File: src/rtl/arb_pkg.sv
// Shared constants, state encoding and helpers for the 8-way round-robin arbiter.
package arb_pkg;

  localparam int N_REQ = 8;
  localparam int ID_W  = 3;

  localparam logic ST_IDLE = 1'b0;
  localparam logic ST_BUSY = 1'b1;

  typedef enum logic {
    S_IDLE = ST_IDLE,
    S_BUSY = ST_BUSY
  } state_t;

  // Binary requester index to one-hot grant vector.
  function automatic logic [N_REQ-1:0] id2onehot(input logic [ID_W-1:0] id);
    logic [N_REQ-1:0] oh;
    oh     = '0;
    oh[id] = 1'b1;
    return oh;
  endfunction

endpackage

File: src/rtl/rr_prio_pick.sv
// Rotating descending priority pick: the first set req bit at start, start-1, ... with wrap 0->7.
module rr_prio_pick
  import arb_pkg::*;
(
  input  logic [N_REQ-1:0] req,
  input  logic [ID_W-1:0]  start,
  output logic             found,
  output logic [ID_W-1:0]  id
);

  // rot[k] is the request sitting k steps below start (mod N_REQ).
  logic [N_REQ-1:0] rot;

  for (genvar k = 0; k < N_REQ; k++) begin : g_rot
    assign rot[k] = req[start - ID_W'(k)];
  end

  // Lowest k in rot wins; scanning high-to-low lets the nearest hit overwrite.
  always_comb begin
    id    = '0;
    found = |req;
    for (int k = N_REQ - 1; k >= 0; k--) begin
      if (rot[k]) id = start - ID_W'(k);
    end
  end

endmodule

File: src/rtl/rr_arbiter_8.sv
// 8-requester round-robin arbiter with hold-for-duration grants and a contended hold limit.
module rr_arbiter_8
  import arb_pkg::*;
#(
  parameter int MAX_HOLD = 16
) (
  input  logic             clk,
  input  logic             rst,
  input  logic             en,
  input  logic [N_REQ-1:0] req,
  output logic [N_REQ-1:0] grant,
  output logic [ID_W-1:0]  grant_id,
  output logic             grant_valid,
  output logic             preempt
);

  localparam int        HW   = (MAX_HOLD > 0) ? $clog2(MAX_HOLD + 1) : 1;
  localparam logic [HW-1:0] HMAX = HW'(MAX_HOLD);
  localparam bit        TO_EN = (MAX_HOLD != 0);

  state_t          state, state_nx;
  logic [ID_W-1:0] ptr, ptr_nx;
  logic [HW-1:0]   hcnt, hcnt_nx;
  logic [N_REQ-1:0] grant_nx;
  logic [ID_W-1:0] grant_id_nx;
  logic            grant_valid_nx, preempt_nx;

  logic            pick_found;
  logic [ID_W-1:0] pick_id;
  logic            owner_req, others, at_limit;

  rr_prio_pick u_pick (
    .req   (req),
    .start (ptr),
    .found (pick_found),
    .id    (pick_id)
  );

  assign owner_req = req[grant_id];
  assign others    = |(req & ~grant);
  assign at_limit  = TO_EN && (hcnt == HMAX);

  // Next-state and next-output logic; default is to hold everything.
  always_comb begin
    state_nx       = state;
    ptr_nx         = ptr;
    hcnt_nx        = hcnt;
    grant_nx       = grant;
    grant_id_nx    = grant_id;
    grant_valid_nx = grant_valid;
    preempt_nx     = 1'b0;
    case (state)
      S_IDLE: begin
        if (en && pick_found) begin
          state_nx       = S_BUSY;
          grant_nx       = id2onehot(pick_id);
          grant_id_nx    = pick_id;
          grant_valid_nx = 1'b1;
          hcnt_nx        = HW'(1);
          ptr_nx         = pick_id - ID_W'(1);
        end
      end
      S_BUSY: begin
        // Owner dropping wins over timeout, so a simultaneous drop never preempts.
        if (!owner_req || (at_limit && others)) begin
          state_nx       = S_IDLE;
          grant_nx       = '0;
          grant_id_nx    = '0;
          grant_valid_nx = 1'b0;
          hcnt_nx        = '0;
          preempt_nx     = owner_req;
        end else if (TO_EN && (hcnt != HMAX)) begin
          hcnt_nx = hcnt + HW'(1);
        end
      end
      default: state_nx = S_IDLE;
    endcase
  end

  // State, pointer, hold counter and output registers.
  always_ff @(posedge clk or posedge rst) begin
    if (rst) begin
      state       <= S_IDLE;
      ptr         <= ID_W'(N_REQ - 1);
      hcnt        <= '0;
      grant       <= '0;
      grant_id    <= '0;
      grant_valid <= 1'b0;
      preempt     <= 1'b0;
    end else begin
      state       <= state_nx;
      ptr         <= ptr_nx;
      hcnt        <= hcnt_nx;
      grant       <= grant_nx;
      grant_id    <= grant_id_nx;
      grant_valid <= grant_valid_nx;
      preempt     <= preempt_nx;
    end
  end

endmodule

File: config.mk
export PLATFORM = sky130hd
export DESIGN_NAME = rr_arbiter_8
export DESIGN_NICKNAME = d
export VERILOG_FILES = /design/src/rtl/arb_pkg.sv /design/src/rtl/rr_prio_pick.sv /design/src/rtl/rr_arbiter_8.sv
export SDC_FILE = /design/constraint.sdc
export NUM_CORES = 1
export LEC_CHECK = 0
export ABC_CLOCK_PERIOD_IN_PS = 5000
export CAP_MARGIN = 10
export CORE_MARGIN = 2
export CORE_UTILIZATION = 50
export DETAILED_ROUTE_END_ITERATION = 6
export GPL_TIMING_DRIVEN = 0
export PLACE_DENSITY_LB_ADDON = 0.15
export SKIP_CTS_REPAIR_TIMING = 1
export SLEW_MARGIN = 15
export SYNTH_ARGS = -nofsm -noshare
export SYNTH_HDL_FRONTEND = slang
export SYNTH_SLANG_ARGS = --single-unit
export TNS_END_PERCENT = 10
File: constraint.sdc
create_clock -name clk -period 5 [get_ports clk]
set_input_delay 0.5 -clock clk [delete_from_list [all_inputs] [get_ports clk]]
set_output_delay 0.5 -clock clk [all_outputs]
set_load 0.05 [all_outputs]
# Word-level counts from Yosys, hierarchy flattened
# Index checks and enable logic that the tools add are counted.
# Widths: inputs -> output; s select.
word_totals:
  reg_bits: 22
  out_inout_bits: 13
  ramBits: 0
  latchBits: 0
  rom_bits: 0
  memories: 0
  elab_cells: 91
classes:
  eq_ne: 5
  n_lt_le_gt_ge: 11
  mul: 0
  mux: 46
  reduce_logical: 10
  bitwise_logic: 3
  n_shift: 0
  n_div: 0
  addsub: 9
op_table:
  columns: ["operator", "count"]
  rows:
  - ["$lt 3x4->1 const B", 10]
  - ["$mux 3", 10]
  - ["$bmux 1 s3", 9]
  - ["$mux 1", 16]
  - ["$mux 8", 2]
  - ["$pmux 8 s2", 1]
  - ["$reduce_or 8->1", 2]
  - ["$mux 5", 3]
  - ["$sub 3x3->3 const B", 4]
  - ["$pmux 5 s2", 1]
  - ["$and 8x8->8", 1]
  - ["$not 8->8", 1]
  - ["$pmux 3 s2", 1]
  - ["$reduce_and 2->1", 3]
  - ["$sub 3x1->3 const B", 2]
  - ["$sub 3x2->3 const B", 2]
  - ["$add 5x1->5 const B", 1]
  - ["$eq 5x5->1 const B", 1]
  - ["$ne 5x5->1 const B", 1]
  - ["$pmux 1 s2", 2]
  - ["$demux 1 s3", 1]
  - ["$ge 3x1->1 const B", 1]
  - ["$logic_and 1x1->1", 3]
  - ["$ne 3x1->1 const B", 1]
  - ["5 further kinds", 5]

# Logic depth before layout (Yosys ltp)
logic_depth:
  word_depth: 17
  mapped_depth: 17

# By module
# From an unflattened synthesis, not the netlist that was laid out.
hier_totals:
  hier_cells: 199
  area_unflattened_um2: 2028.2
modules_own_cells:
  columns: ["module", "n_inst", "cells_each", "area_per_inst_um2"]
  rows:
  - ["rr_arbiter_8", 1, 114, 1207.4]
  - ["rr_prio_pick", 1, 85, 820.8]

# Least setup slack after synthesis
# No wires, ideal clock.
synth_path:
  path_type: "register to register"
  start: "register ptr[0]"
  end: "register ptr[2]"
  setup_ns: 0.098
  path_stages_with_launch: 16
  path_slack_ns: 1.143
  t_arrival_ns: 3.758
  synth_period_minus_slack_ns: 3.857
  t_required_ns: 4.902
  path_cell_list: "dfstp_2 > buf_6 > clkbuf_1 > inv_1 > ha_1 > clkbuf_1 > mux4_2 > mux2i_1 > or4b_4 > o21ai_4 > inv_2 > ha_1 > inv_1 > nor2_1 > o2bb2ai_1 > a221oi_1"
synth_via:
  elab_chain_len: 12
synth_lines:
  columns: ["element", "line", "text"]
  rows:
  - ["start: declaration", "rr_arbiter_8.sv:22", "logic [ID_W-1:0] ptr, ptr_nx;"]
  - ["start signal: assignment", "rr_arbiter_8.sv:84", "ptr <= ID_W'(N_REQ - 1);"]
  - ["start signal: assignment", "rr_arbiter_8.sv:92", "ptr <= ptr_nx;"]
  - ["$sub 3x3->3", "rr_prio_pick.sv:15, rr_prio_pick.sv:23", null]
  - ["$bmux 1 s3", "rr_prio_pick.sv:15", "assign rot[k] = req[start - ID_W'(k)];"]
  - ["$mux 1 (implied by the code)", "rr_prio_pick.sv:15", null]
  - ["$mux 3 (7 in a row)", "rr_prio_pick.sv:23", "if (rot[k]) id = start - ID_W'(k);"]
  - ["$mux 3 (*)", "rr_prio_pick.sv:23", null]
  - ["$sub 3x1->3 (*)", "rr_arbiter_8.sv:60", "ptr_nx = pick_id - ID_W'(1);"]
# Every way passes the cells marked *; elsewhere a longest branch is shown, timed or not. The select of a mux whose other input is x is not followed.
# A chain may end at the register's enable or synchronous reset.

# Worst setup path in the final report
# Same ends and word-level chain as after synthesis.

==> flow_summary.yaml <==
outcome:
  status: "finished clean"
timing:
  skew_ns: 0.00398
  clock.fmax_ghz: 0.222
  finalCritPeriodShare_pct: 90.2
  finalSetupViolCount: 0
  finalCriticalPeriod_ns: 4.51
  fin_setup_tns_ns: 0
  drv_slew: 0
  worstMarginPinSlew_ns: 0.826
  hold_viol_final: 0
  max-slew-margin-rel_pct: 44.9
  fin_hold_ws_ns: 0.489
  rsz0062_at_grt: "false"
yosys:
  yosysTopAreaCell: "dfrtp_1"
  syn_nets: 214
  synth_common_cells: "nand2_1 (20), dfrtp_1 (19), inv_1 (17)"
  synth_top_flop_cell: "dfrtp_1"
  synth_edf_count: 0
  mappedNetlistArea_um2: 1840
  synth_top_area_share_pct: 25.8
  synth.distinct_cells: 48
  ys_seq_elements: 22
  synth.area.top_cells: "dfrtp_1 (26%), mux4_2 (12%), mux2_2 (6.7%), dfstp_2 (4.3%), nand2_1 (4.1%)"
  synth.most_common_cell: "nand2_1"
  netlist_instances: 198
  async_flop_share_pct: 100
  ys_warn_count: 0
  synth_seq_area_share_pct: 30.1
  postSynthAreaPerCell_um2: 9.30
global_route:
  grt_pass1_wl_um: 7940
  antenna_found_initial: 0
  grt_pass1_vias: 1620
  grt_usage_pct: 24.6
  gr-total-overflow: 0
  grt_max_degree: 23
floorplan:
  pin_count: 24
  row_count: 22
  die_area_um2: 4180
  die_width_um: 64.7
  die_h_um: 64.7
  core_area_um2: 3610
  start_util_pct: 51.1
final_layout:
  drive_above_1_share_pct: 16.9
  fin_area_um2: 2200
  diodes: 0
  instances_no_fill: 273
  area_growth_pct: 19.6
  fin_nets: 242
  final.fill_count: 322
worst_hold_path:
  holdCritPathClass: "flip-flop to flip-flop"
placement:
  dp_hpwl_um: 3580
  dp_cells: 269
  io_buffers: 23
  gp_congestion: 0.906
  dpl-instance-area_um2: 2130
cts:
  cts_tree: "done"
  clk_pin_slew_ns: 0.08
  clock_sinks: 22
  cts.path.max_buffers: 2
  htree_levels: 1
  root_buffer: "clkbuf_8"
  numCtsBuffers: 3
  clk_latency_ns: 0.26
drt:
  wl_per_cell_um: 17.1
  vias: 1663
  wl_um: 4670
  firstDrtPassIters: 4
  route.detailed.drc: 0
  vias_per_cell: 6.09
  detail-route-antenna-nets: 0
  drt_iter0_drc: 220
critical_path:
  crit_arrival_ns: 4.68
  crit_fanout: 10
  critPathRequiredTime_ns: 5.17
  worstSetupPathType: "flip-flop to flip-flop"
  end_kind: "flip-flop"
  worst_setup_path_start_kind: "flip-flop"
flow_run:
  cap_violations: 0
stage by stage:
step | setup slack, ns | utilization, %
floorplan | 1.14 | -
global placement | 0.617 | 59.1
detailed placement | 0.564 | 59.1
CTS | 0.529 | 61.1
global route | 0.153 | 61.1
finish | 0.489 | 61.1
state kept, by name, indices dropped and copies added, names as in the netlist:
signal / cells
hcnt: 5
preempt: 1
grant: 8
ptr: 3
grant_id: 3
state: 1
grant_valid: 1
worst paths after layout:
kind	startpoint	to	slack, ns	depth (start not counted)
worst min-delay path	grant_valid$_DFFE_PP0P_	grant_valid$_DFFE_PP0P_	0.49	2
max in group asynchronous	rst	grant_id[2]$_DFFE_PP0P_	3.79	2
worst max register to register	ptr[0]$_DFFE_PP1P_	ptr[2]$_DFFE_PP1P_	0.49	15
min in group asynchronous	rst	grant_valid$_DFFE_PP0P_	0.69	2
worst min register to register	grant_valid$_DFFE_PP0P_	grant_valid$_DFFE_PP0P_	0.49	2
worst max-delay path	ptr[0]$_DFFE_PP1P_	ptr[2]$_DFFE_PP1P_	0.49	15
placed cells by master, fill, tap and decap left out, types with 2 or more instances in the layout:
cell type,count
a21o_1,2
nand2b_1,3
o21ai_1,8
nand3_1,4
o2bb2ai_1,2
xor2_1,3
or2_2,2
clkbuf_8,3
mux2_2,11
nor4_1,3
mux4_2,10
o22ai_1,6
nor3_1,4
o21ai_0,6
a221oi_1,5
dfstp_2,3
dfrtp_1,19
nor2b_1,2
xnor2_1,5
mux2i_1,4
inv_2,2
ha_1,5
clkbuf_1,7
inv_1,17
clkdlybuf4s50_1,23
nand2_1,20
o31ai_1,2
a22o_1,2
a21oi_1,7
and2_1,2
nor2_1,12
a32o_1,2
cell type report:
| cell class | instances | area [µm²] | area share (%) |
|---|---|---|---|
| Buffer | 9 | 42.5 | 1.93 |
| Clock buffer | 3 | 41.3 | 1.87 |
| Clock inverter | 1 | 30.0 | 1.36 |
| Inverter | 19 | 71.3 | 3.24 |
| Multi-Input combinational cell | 148 | 1170 | 53.3 |
| Sequential cell | 22 | 554 | 25.2 |
| Tap cell | 48 | 60.1 | 2.73 |
| Timing Repair Buffer | 23 | 230 | 10.4 |
cells by family after synthesis:
family | synth area share [%]
buf+inv | 6.18
fa+ha+maj | 3.40
mux | 21.1
compound gates | 19.9
xor+xnor | 3.80
flops | 30.1
simple gates | 15.5
critical path, stage by stage (launching register included):
cell and delay, ns:
dfstp_2 0.55, buf_6 0.16, clkbuf_1 0.44, inv_1 0.10, ha_1 0.29, clkbuf_1 0.37, mux4_2 0.60, mux2i_1 0.40
or4b_4 0.54, o21ai_4 0.21, inv_2 0.08, ha_1 0.22, inv_1 0.07, nor2_1 0.04, o2bb2ai_1 0.13, a221oi_1 0.21
metal layers:
metal / part of all wire (%) / track usage, % / up-vias / wire length, µm
li1: - / - / 784 / -
met4: 0.17 / 3.72 / 0 / 8
met2: 51 / 41.8 / 63 / 2370
met1: 44 / 34.4 / 814 / 2030
met3: 5.6 / 3.30 / 2 / 261
met5: 0 / 0 / - / 0
Power is left out: the tool's default activity adds up to more than one toggle a clock period on the data nets, which glitch-free logic cannot reach.
